===== src/rtl/game_beam_gen.sv =====
// game_beam_gen: 640x480@60 VGA beam source for pacman_game.
// Generates raw timing, centred game-window coordinates and strobes, then
// re-aligns sync and blanking with the game's colour return path.
module game_beam_gen #(
  parameter int unsigned H_VISIBLE   = 640,
  parameter int unsigned H_FP        = 16,
  parameter int unsigned H_SYNC      = 96,
  parameter int unsigned H_BP        = 48,
  parameter int unsigned V_VISIBLE   = 480,
  parameter int unsigned V_FP        = 10,
  parameter int unsigned V_SYNC      = 2,
  parameter int unsigned V_BP        = 33,
  parameter int unsigned GAME_W      = 224,
  parameter int unsigned GAME_H      = 288,
  parameter int unsigned SCALE       = 1,
  parameter int unsigned RGB_LATENCY = 2
) (
  input  logic       vga_pix_clk,
  input  logic       rst,
  output logic [8:0] sx,
  output logic [8:0] sy,
  output logic       game_pix_stb,
  output logic       frame_stb,
  output logic       display_enabled,
  input  logic [3:0] R_in,
  input  logic [3:0] G_in,
  input  logic [3:0] B_in,
  output logic       vga_hsync,
  output logic       vga_vsync,
  output logic [3:0] vga_r,
  output logic [3:0] vga_g,
  output logic [3:0] vga_b
);

  localparam int unsigned H_TOTAL  = H_VISIBLE + H_FP + H_SYNC + H_BP;
  localparam int unsigned V_TOTAL  = V_VISIBLE + V_FP + V_SYNC + V_BP;
  localparam int unsigned HC_W     = $clog2(H_TOTAL);
  localparam int unsigned VC_W     = $clog2(V_TOTAL);
  localparam int unsigned C_W      = 9;
  localparam int unsigned SUB_W    = (SCALE > 1) ? $clog2(SCALE) : 1;
  localparam int unsigned H_OFF    = (H_VISIBLE - GAME_W * SCALE) / 2;
  localparam int unsigned V_OFF    = (V_VISIBLE - GAME_H * SCALE) / 2;
  localparam int unsigned H_END    = H_OFF + GAME_W * SCALE;
  localparam int unsigned V_END    = V_OFF + GAME_H * SCALE;
  localparam int unsigned HS_START = H_VISIBLE + H_FP;
  localparam int unsigned HS_END   = HS_START + H_SYNC;
  localparam int unsigned VS_START = V_VISIBLE + V_FP;
  localparam int unsigned VS_END   = VS_START + V_SYNC;
  localparam int unsigned DLY      = 1 + RGB_LATENCY;

  // Reject window geometries that do not fit the visible area
  if (GAME_H * SCALE > V_VISIBLE) begin : g_bad_height
    $error("game_beam_gen: GAME_H*SCALE exceeds V_VISIBLE");
  end
  if (GAME_W * SCALE > H_VISIBLE) begin : g_bad_width
    $error("game_beam_gen: GAME_W*SCALE exceeds H_VISIBLE");
  end

  logic [HC_W-1:0]  hc_q, hc_d;
  logic [VC_W-1:0]  vc_q, vc_d;
  logic [SUB_W-1:0] hs_q, hs_d;
  logic [SUB_W-1:0] vs_q, vs_d;
  logic [C_W-1:0]   gy_q, gy_d;
  logic [C_W-1:0]   sx_q, sx_d;
  logic [C_W-1:0]   sy_q, sy_d;
  logic             gps_q, gps_d;
  logic             fs_q, fs_d;
  logic             de_q, de_d;
  logic [2:0]       dly_q [DLY];
  logic             hsync_q, vsync_q;
  logic [3:0]       r_q, g_q, b_q;

  logic hc_last_c, vc_last_c, in_win_c, row_end_c;
  logic hsync_raw_c, vsync_raw_c;

  // Beam position decode, counter and coordinate next-state
  always_comb begin
    hc_last_c   = (hc_q == HC_W'(H_TOTAL - 1));
    vc_last_c   = (vc_q == VC_W'(V_TOTAL - 1));
    in_win_c    = (hc_q >= HC_W'(H_OFF)) && (hc_q < HC_W'(H_END)) &&
                  (vc_q >= VC_W'(V_OFF)) && (vc_q < VC_W'(V_END));
    row_end_c   = in_win_c && (hc_q == HC_W'(H_END - 1));
    hsync_raw_c = !((hc_q >= HC_W'(HS_START)) && (hc_q < HC_W'(HS_END)));
    vsync_raw_c = !((vc_q >= VC_W'(VS_START)) && (vc_q < VC_W'(VS_END)));

    hc_d = hc_last_c ? '0 : hc_q + HC_W'(1);
    vc_d = vc_q;
    if (hc_last_c) vc_d = vc_last_c ? '0 : vc_q + VC_W'(1);

    // Sub-pixel column counter idles at 0 outside the window
    hs_d = (in_win_c && (hs_q != SUB_W'(SCALE - 1))) ? hs_q + SUB_W'(1) : '0;

    // Game row advances at the last window column once per SCALE lines
    vs_d = vs_q;
    gy_d = gy_q;
    if (hc_last_c && vc_last_c) begin
      vs_d = '0;
      gy_d = '0;
    end else if (row_end_c) begin
      if (vs_q == SUB_W'(SCALE - 1)) begin
        vs_d = '0;
        gy_d = gy_q + C_W'(1);
      end else begin
        vs_d = vs_q + SUB_W'(1);
      end
    end

    // sx_q holds the previous in-window column, so it is the running game x
    sx_d = '0;
    if (in_win_c && (hc_q != HC_W'(H_OFF))) sx_d = (hs_q == '0) ? sx_q + C_W'(1) : sx_q;
    sy_d  = in_win_c ? gy_q : '0;
    gps_d = in_win_c && (hs_q == '0);
    fs_d  = (hc_q == HC_W'(H_OFF)) && (vc_q == VC_W'(V_OFF));
    de_d  = in_win_c;
  end

  // Counters and registered game-side outputs
  always_ff @(posedge vga_pix_clk) begin
    if (rst) begin
      hc_q  <= '0;
      vc_q  <= '0;
      hs_q  <= '0;
      vs_q  <= '0;
      gy_q  <= '0;
      sx_q  <= '0;
      sy_q  <= '0;
      gps_q <= 1'b0;
      fs_q  <= 1'b0;
      de_q  <= 1'b0;
    end else begin
      hc_q  <= hc_d;
      vc_q  <= vc_d;
      hs_q  <= hs_d;
      vs_q  <= vs_d;
      gy_q  <= gy_d;
      sx_q  <= sx_d;
      sy_q  <= sy_d;
      gps_q <= gps_d;
      fs_q  <= fs_d;
      de_q  <= de_d;
    end
  end

  // Delay {hsync, vsync, in_win} to line up with the returned colour
  always_ff @(posedge vga_pix_clk) begin
    if (rst) begin
      for (int i = 0; i < int'(DLY); i++) dly_q[i] <= 3'b110;
    end else begin
      dly_q[0] <= {hsync_raw_c, vsync_raw_c, in_win_c};
      for (int i = 1; i < int'(DLY); i++) dly_q[i] <= dly_q[i-1];
    end
  end

  // VGA pin register: blank colour outside the delayed window
  always_ff @(posedge vga_pix_clk) begin
    if (rst) begin
      hsync_q <= 1'b1;
      vsync_q <= 1'b1;
      r_q     <= '0;
      g_q     <= '0;
      b_q     <= '0;
    end else begin
      hsync_q <= dly_q[DLY-1][2];
      vsync_q <= dly_q[DLY-1][1];
      r_q     <= dly_q[DLY-1][0] ? R_in : 4'h0;
      g_q     <= dly_q[DLY-1][0] ? G_in : 4'h0;
      b_q     <= dly_q[DLY-1][0] ? B_in : 4'h0;
    end
  end

  assign sx              = sx_q;
  assign sy              = sy_q;
  assign game_pix_stb    = gps_q;
  assign frame_stb       = fs_q;
  assign display_enabled = de_q;
  assign vga_hsync       = hsync_q;
  assign vga_vsync       = vsync_q;
  assign vga_r           = r_q;
  assign vga_g           = g_q;
  assign vga_b           = b_q;

endmodule

===== config.mk =====
export PLATFORM = sky130hd
export DESIGN_NAME = game_beam_gen
export DESIGN_NICKNAME = d
export VERILOG_FILES = /design/src/rtl/game_beam_gen.sv
export SDC_FILE = /design/constraint.sdc
export NUM_CORES = 1
export LEC_CHECK = 0
export BUFFER_PORTS_ARGS = -buffer_cell sky130_fd_sc_hd__buf_4
export CAP_MARGIN = 0
export CELL_PAD_IN_SITES_DETAIL_PLACEMENT = 1
export CELL_PAD_IN_SITES_GLOBAL_PLACEMENT = 1
export CORE_MARGIN = 1
export CORE_UTILIZATION = 25
export DETAILED_ROUTE_END_ITERATION = 10
export PLACE_DENSITY = 0.56
export SYNTH_ARGS = -nofsm -noshare
export SYNTH_HDL_FRONTEND = slang
export SYNTH_SLANG_ARGS = --single-unit

===== constraint.sdc =====
create_clock -name vga_pix_clk -period 1.8 [get_ports vga_pix_clk]
set_clock_uncertainty 0.15 [all_clocks]
set_input_delay 0.09 -clock vga_pix_clk [delete_from_list [all_inputs] [get_ports vga_pix_clk]]
set_output_delay 0.09 -clock vga_pix_clk [all_outputs]
set_load 0.01 [all_outputs]

# Yosys cells after proc, flatten, opt, wreduce, memory -nomap -nowiden
# Memory sizes are Yosys's and may differ from the RTL's.
# Index checks and enable logic that the tools add are counted.
# totals
regBits	66
ramBits	9
in_bits	14
output_inout_bits	35
word_cells	73
mem_count	1
# memory_table
name	depth	width	rd	rd_ports_with_merged_regs	wr	line_no	source
dly_q	3	3	3	0	3	69	logic [2:0] dly_q [DLY];
# op_classes
addsub	6
order_cmp	8
n_eq_ne	6
muxes	8
bitwise	9
reduce_logical	20
# op_table
operator	n
$lt A10 B9 Y1 const B	3
$add A10 B1 Y10 const B	2
$eq A10 B10 Y1 const B	2
$add A9 B1 Y9 const B	2
$reduce_or A2 Y1	6
$logic_and A1 B1 Y1	11
$eq A10 B7 Y1 const B	1
$eq A10 B8 Y1 const B	1
$eq A10 B9 Y1 const B	1
$ge A10 B10 Y1 const B	1
$ge A10 B7 Y1 const B	1
$ge A10 B8 Y1 const B	1
$ge A10 B9 Y1 const B	1
$lt A10 B10 Y1 const B	1
$mux W10	1
$ne A10 B8 Y1 const B	1
$mux W3	3
$not A1 Y1	6
$mux W1	4
$or A1 B1 Y1	3
$add A1 B1 Y1 const B	2
$logic_not A1 Y1	2
$reduce_and A2 Y1	1

# Depth between registers and ports, before layout
# logic_depth
ltp_word	7
ltp_mapped	8

# Worst setup path after synthesis
# No wires, ideal clock.
# synth_timing
path_type	register to register
startpoint	register hc_q[0]
endpoint	register vc_q[0]
setup_ns	0.117
arrival_ns	1.540
required_time_ns	1.533
path_slack_ns	-0.007
stages_incl_launch_ff	9
path_buffers	3
period_less_slack_ns	1.807
cell_sequence	dfxtp_1 -> ha_1 -> and3_1 -> buf_2 -> nand3_1 -> buf_2 -> o21bai_1 -> buf_2 -> nor2_1
# synth_between
elab_chain_cells	1
# synth_lines
element	line_no	source
start: declaration	59	logic [HC_W-1:0] hc_q, hc_d;
start signal: assignment	120	hc_q <= '0;
start signal: assignment	131	hc_q <= hc_d;
$eq A10 B10 Y1	78	hc_last_c = (hc_q == HC_W'(H_TOTAL - 1));
end signal: assignment	132	vc_q <= vc_d;
end: declaration	60	logic [VC_W-1:0] vc_q, vc_d;
# No other way between the ends.
# A chain may end at the register's enable or synchronous reset.

# Final worst setup path
# layout_timing
startpoint	register hc_q[0]
endpoint	register vc_q[8]
# The elaborated chain is that of the path after synthesis.

==> flow_summary.yaml <==
run_status:
  outcome: "finished with violations"
  violations: "setup timing"
global_routing:
  grt_max_degree: 31
  grt.total_usage: 0.132
  overflow: 0
  grt_antenna_before_repair: 0
  grt_pass1_vias: 2591
  grt_first_pass_wirelength_um: 13000
layout:
  final_net_count: 431
  final_cell_mix: "81 x buf_4, 62 x dfxtp_1, 25 x nor2_1"
  diodes: 0
  area_delta_synth_final_pct: 45.3
  final_common_cell: "buf_4"
  utilization: 0.371
  drive_above_1_share: 0.363
  fin_cells: 563
synthesis:
  yosysWarnings: 0
  synth-async-reset-ratio: 0
  synthTopCellsByArea: "dfxtp_1 48%, and2_1 4.5%, xor2_1 3.1%, nor2_1 3.1%, mux2i_1 2.9%"
  syn-mean-instance-area_um2: 9.68
  synth_top_area_cell: "dfxtp_1"
  syn_inst: 317
  synth_top_flop_cell: "dfxtp_1"
  synth-edff-count: 0
  synth_fp_nets: 337
  synth_top_area_frac: 0.476
  ys_ff_latch: 73
  syn_area_um2: 3070
  ys_types: 48
  ys_seq_area_frac: 0.476
place:
  pre_cts_slack_ns: -0.110
  hpwl_um: 5220
  port_buffers: 48
  globalplace.congestion: 0.783
  placedCellCount: 528
worst_setup_path:
  setup.worst_path.start: "hc_q[0]"
  endpoint_kind: "register"
  r2r_end: "vc_q[8]"
  reg2reg_slack_ns: -0.001
  arrival_ns: 1.92
  required_ns: 1.92
  crit_path_end: "vc_q[8]"
  path_max_fanout: 5
  r2r_cells: 6
  rr_startpoint: "hc_q[0]"
  path_class: "register to register"
  critPathLaunchType: "register"
clock_tree:
  cts_root_buffer: "clkbuf_16"
  clk_pin_slew_ns: 0.06
  htree_levels: 3
  cts.sinks: 73
  cts_buffers: 9
  clock_latency_ns: 0.34
  cts_tree: "done"
  clk_path_buf_depth: 2
die:
  fp.dieH_um: 113
  die_w_um: 113
  die-area_um2: 12700
  boundaryPins: 49
  rows: 40
  start_util: 0.256
  coreArea_um2: 12000
pwr:
  leakagePower_nw: 1.79
  peakVddDrop_mv: 0.316
  powerDensity_nw_per_um2: 830
detailed_routing:
  route.detailed.drc: 0
  avgRoutedWirePerCell_um: 14.1
  ant_nets: 0
  viasPerCell: 4.54
  dr.pass1.iters: 4
  routed_wl_um: 7920
  drtIter0Drc: 65
  num_vias: 2557
sta:
  slew_headroom: 0.589
  hold_viol: 0
  rsz0062_at_grt: "yes"
  setup_viol_count_final: 1
  fmax_mhz: 555
  worst_pin_slew_ns: 0.615
  period_needed_ns: 1.80
  layout_setup_ws_ns: -0.00129
  tns_ns: -0.00129
  timing.final.crit_share: 1.00
  whs_ns: 0.253
  drv_slew: 0
flow_run:
  maxCapViolCount: 0
min_path:
  hold_class: "register to register"
-- routing by layer --
layer,share of wire,vias to the layer above,track usage
li1,-,1287,-
met1,0.47,1220,0.159
met2,0.47,38,0.216
met3,0.030,12,0.0332
met4,0.023,0,0.0747
met5,0,-,0
-- through the flow --
| stage | area, um2 | power, mW |
|---|---|---|
| 4_1_cts | 4310 | 3.76 |
| 5_1_grt | 4460 | 3.85 |
| 3_3_place_gp | 3800 | 1.75 |
| 6_report | 4460 | 3.70 |
| 2_1_floorplan | 3070 | 1.70 |
| 3_5_place_dp | 3800 | 1.75 |
-- cell usage after synthesis, drive strengths merged, types with 5 or more instances --
cell and count:
dfxtp 73, nor2 25, and2 23, o21ai 18, nand3 17, buf 12, nor2b 11, nor3 11
xor2 11, mux2i 9, inv 8, nand2 8, nand4 8, nor4 8, xnor2 8, a21oi 7
or3 7, clkbuf 6, ha 6, or2 6, and3 5
-- critical path, stage by stage, from the launching register on --
cell and delay, ns:
dfxtp_2 0.35, ha_4 0.14, and3_4 0.22, buf_6 0.11, nand4_4 0.08, or4_4 0.55, a21oi_2 0.13
-- state kept, by name, summed over array words and instances, names as in the netlist --
name and flops:
hc_q 10, vc_q 10, dly_q 9, gy_q 9, sx 9, sy 9, vga_b 4, vga_g 4
vga_r 4, frame_stb 1, game_pix_stb 1, hs_q 1, vga_hsync 1, vga_vsync 1
-- worst min-delay path by stage --
stage,cells past startpoint,slack (ns),endpoint,startpoint
6_report,1,0.25,dly_q[0][4],dly_q[0][1]
3_3_place_gp,2,0.14,vga_b[2],B_in[2]
3_5_place_dp,2,0.15,vga_g[3],G_in[3]
4_1_cts,1,0.26,dly_q[0][8],dly_q[0][5]
2_1_floorplan,1,0.06,vga_b[0],B_in[0]
5_1_grt,1,0.28,dly_q[0][4],dly_q[0][1]
-- kinds of logic (layout without fill, tap and decap cells) --
kind of cell,after synthesis,count (layout),synth area share
compound gates,33,33,0.0620
xor+xnor,19,19,0.0542
fa+ha+maj,6,6,0.0245
buf+inv,26,125,0.0399
flops,73,73,0.476
mux,10,10,0.0342
other cells,1,1,0.00122
simple gates,149,149,0.308
-- report_power, final --
| group | internal (mW) | leakage [nW] | switching (mW) |
|---|---|---|---|
| Sequential | 1.62 | 0.595 | 0.00769 |
| Combinational | 0.0678 | 1.04 | 0.0467 |
| Clock | 1.25 | 0.163 | 0.706 |
-- what timing repair did --
| action | CTS | global route |
|---|---|---|
| gates cloned | 0 | 1 |
| buffers inserted | 0 | 5 |
| gates resized for setup | 13 | 29 |
| hold buffers | 13 | 0 |
| setup endpoints to repair | 36 | 32 |
| hold endpoints to repair | 16 | 0 |
| pin swaps | 1 | 5 |
-- cell type report --
type	count	area [um2]
fillers	1360	7550
multi-input cells	218	1600
flip-flops and latches	73	1480
repair buffers	101	835
clock buffers	10	239
well taps	147	184
clock inverters	6	91.3
inverters	8	33.8
No activity file was read; power rests on OpenSTA's default activity.
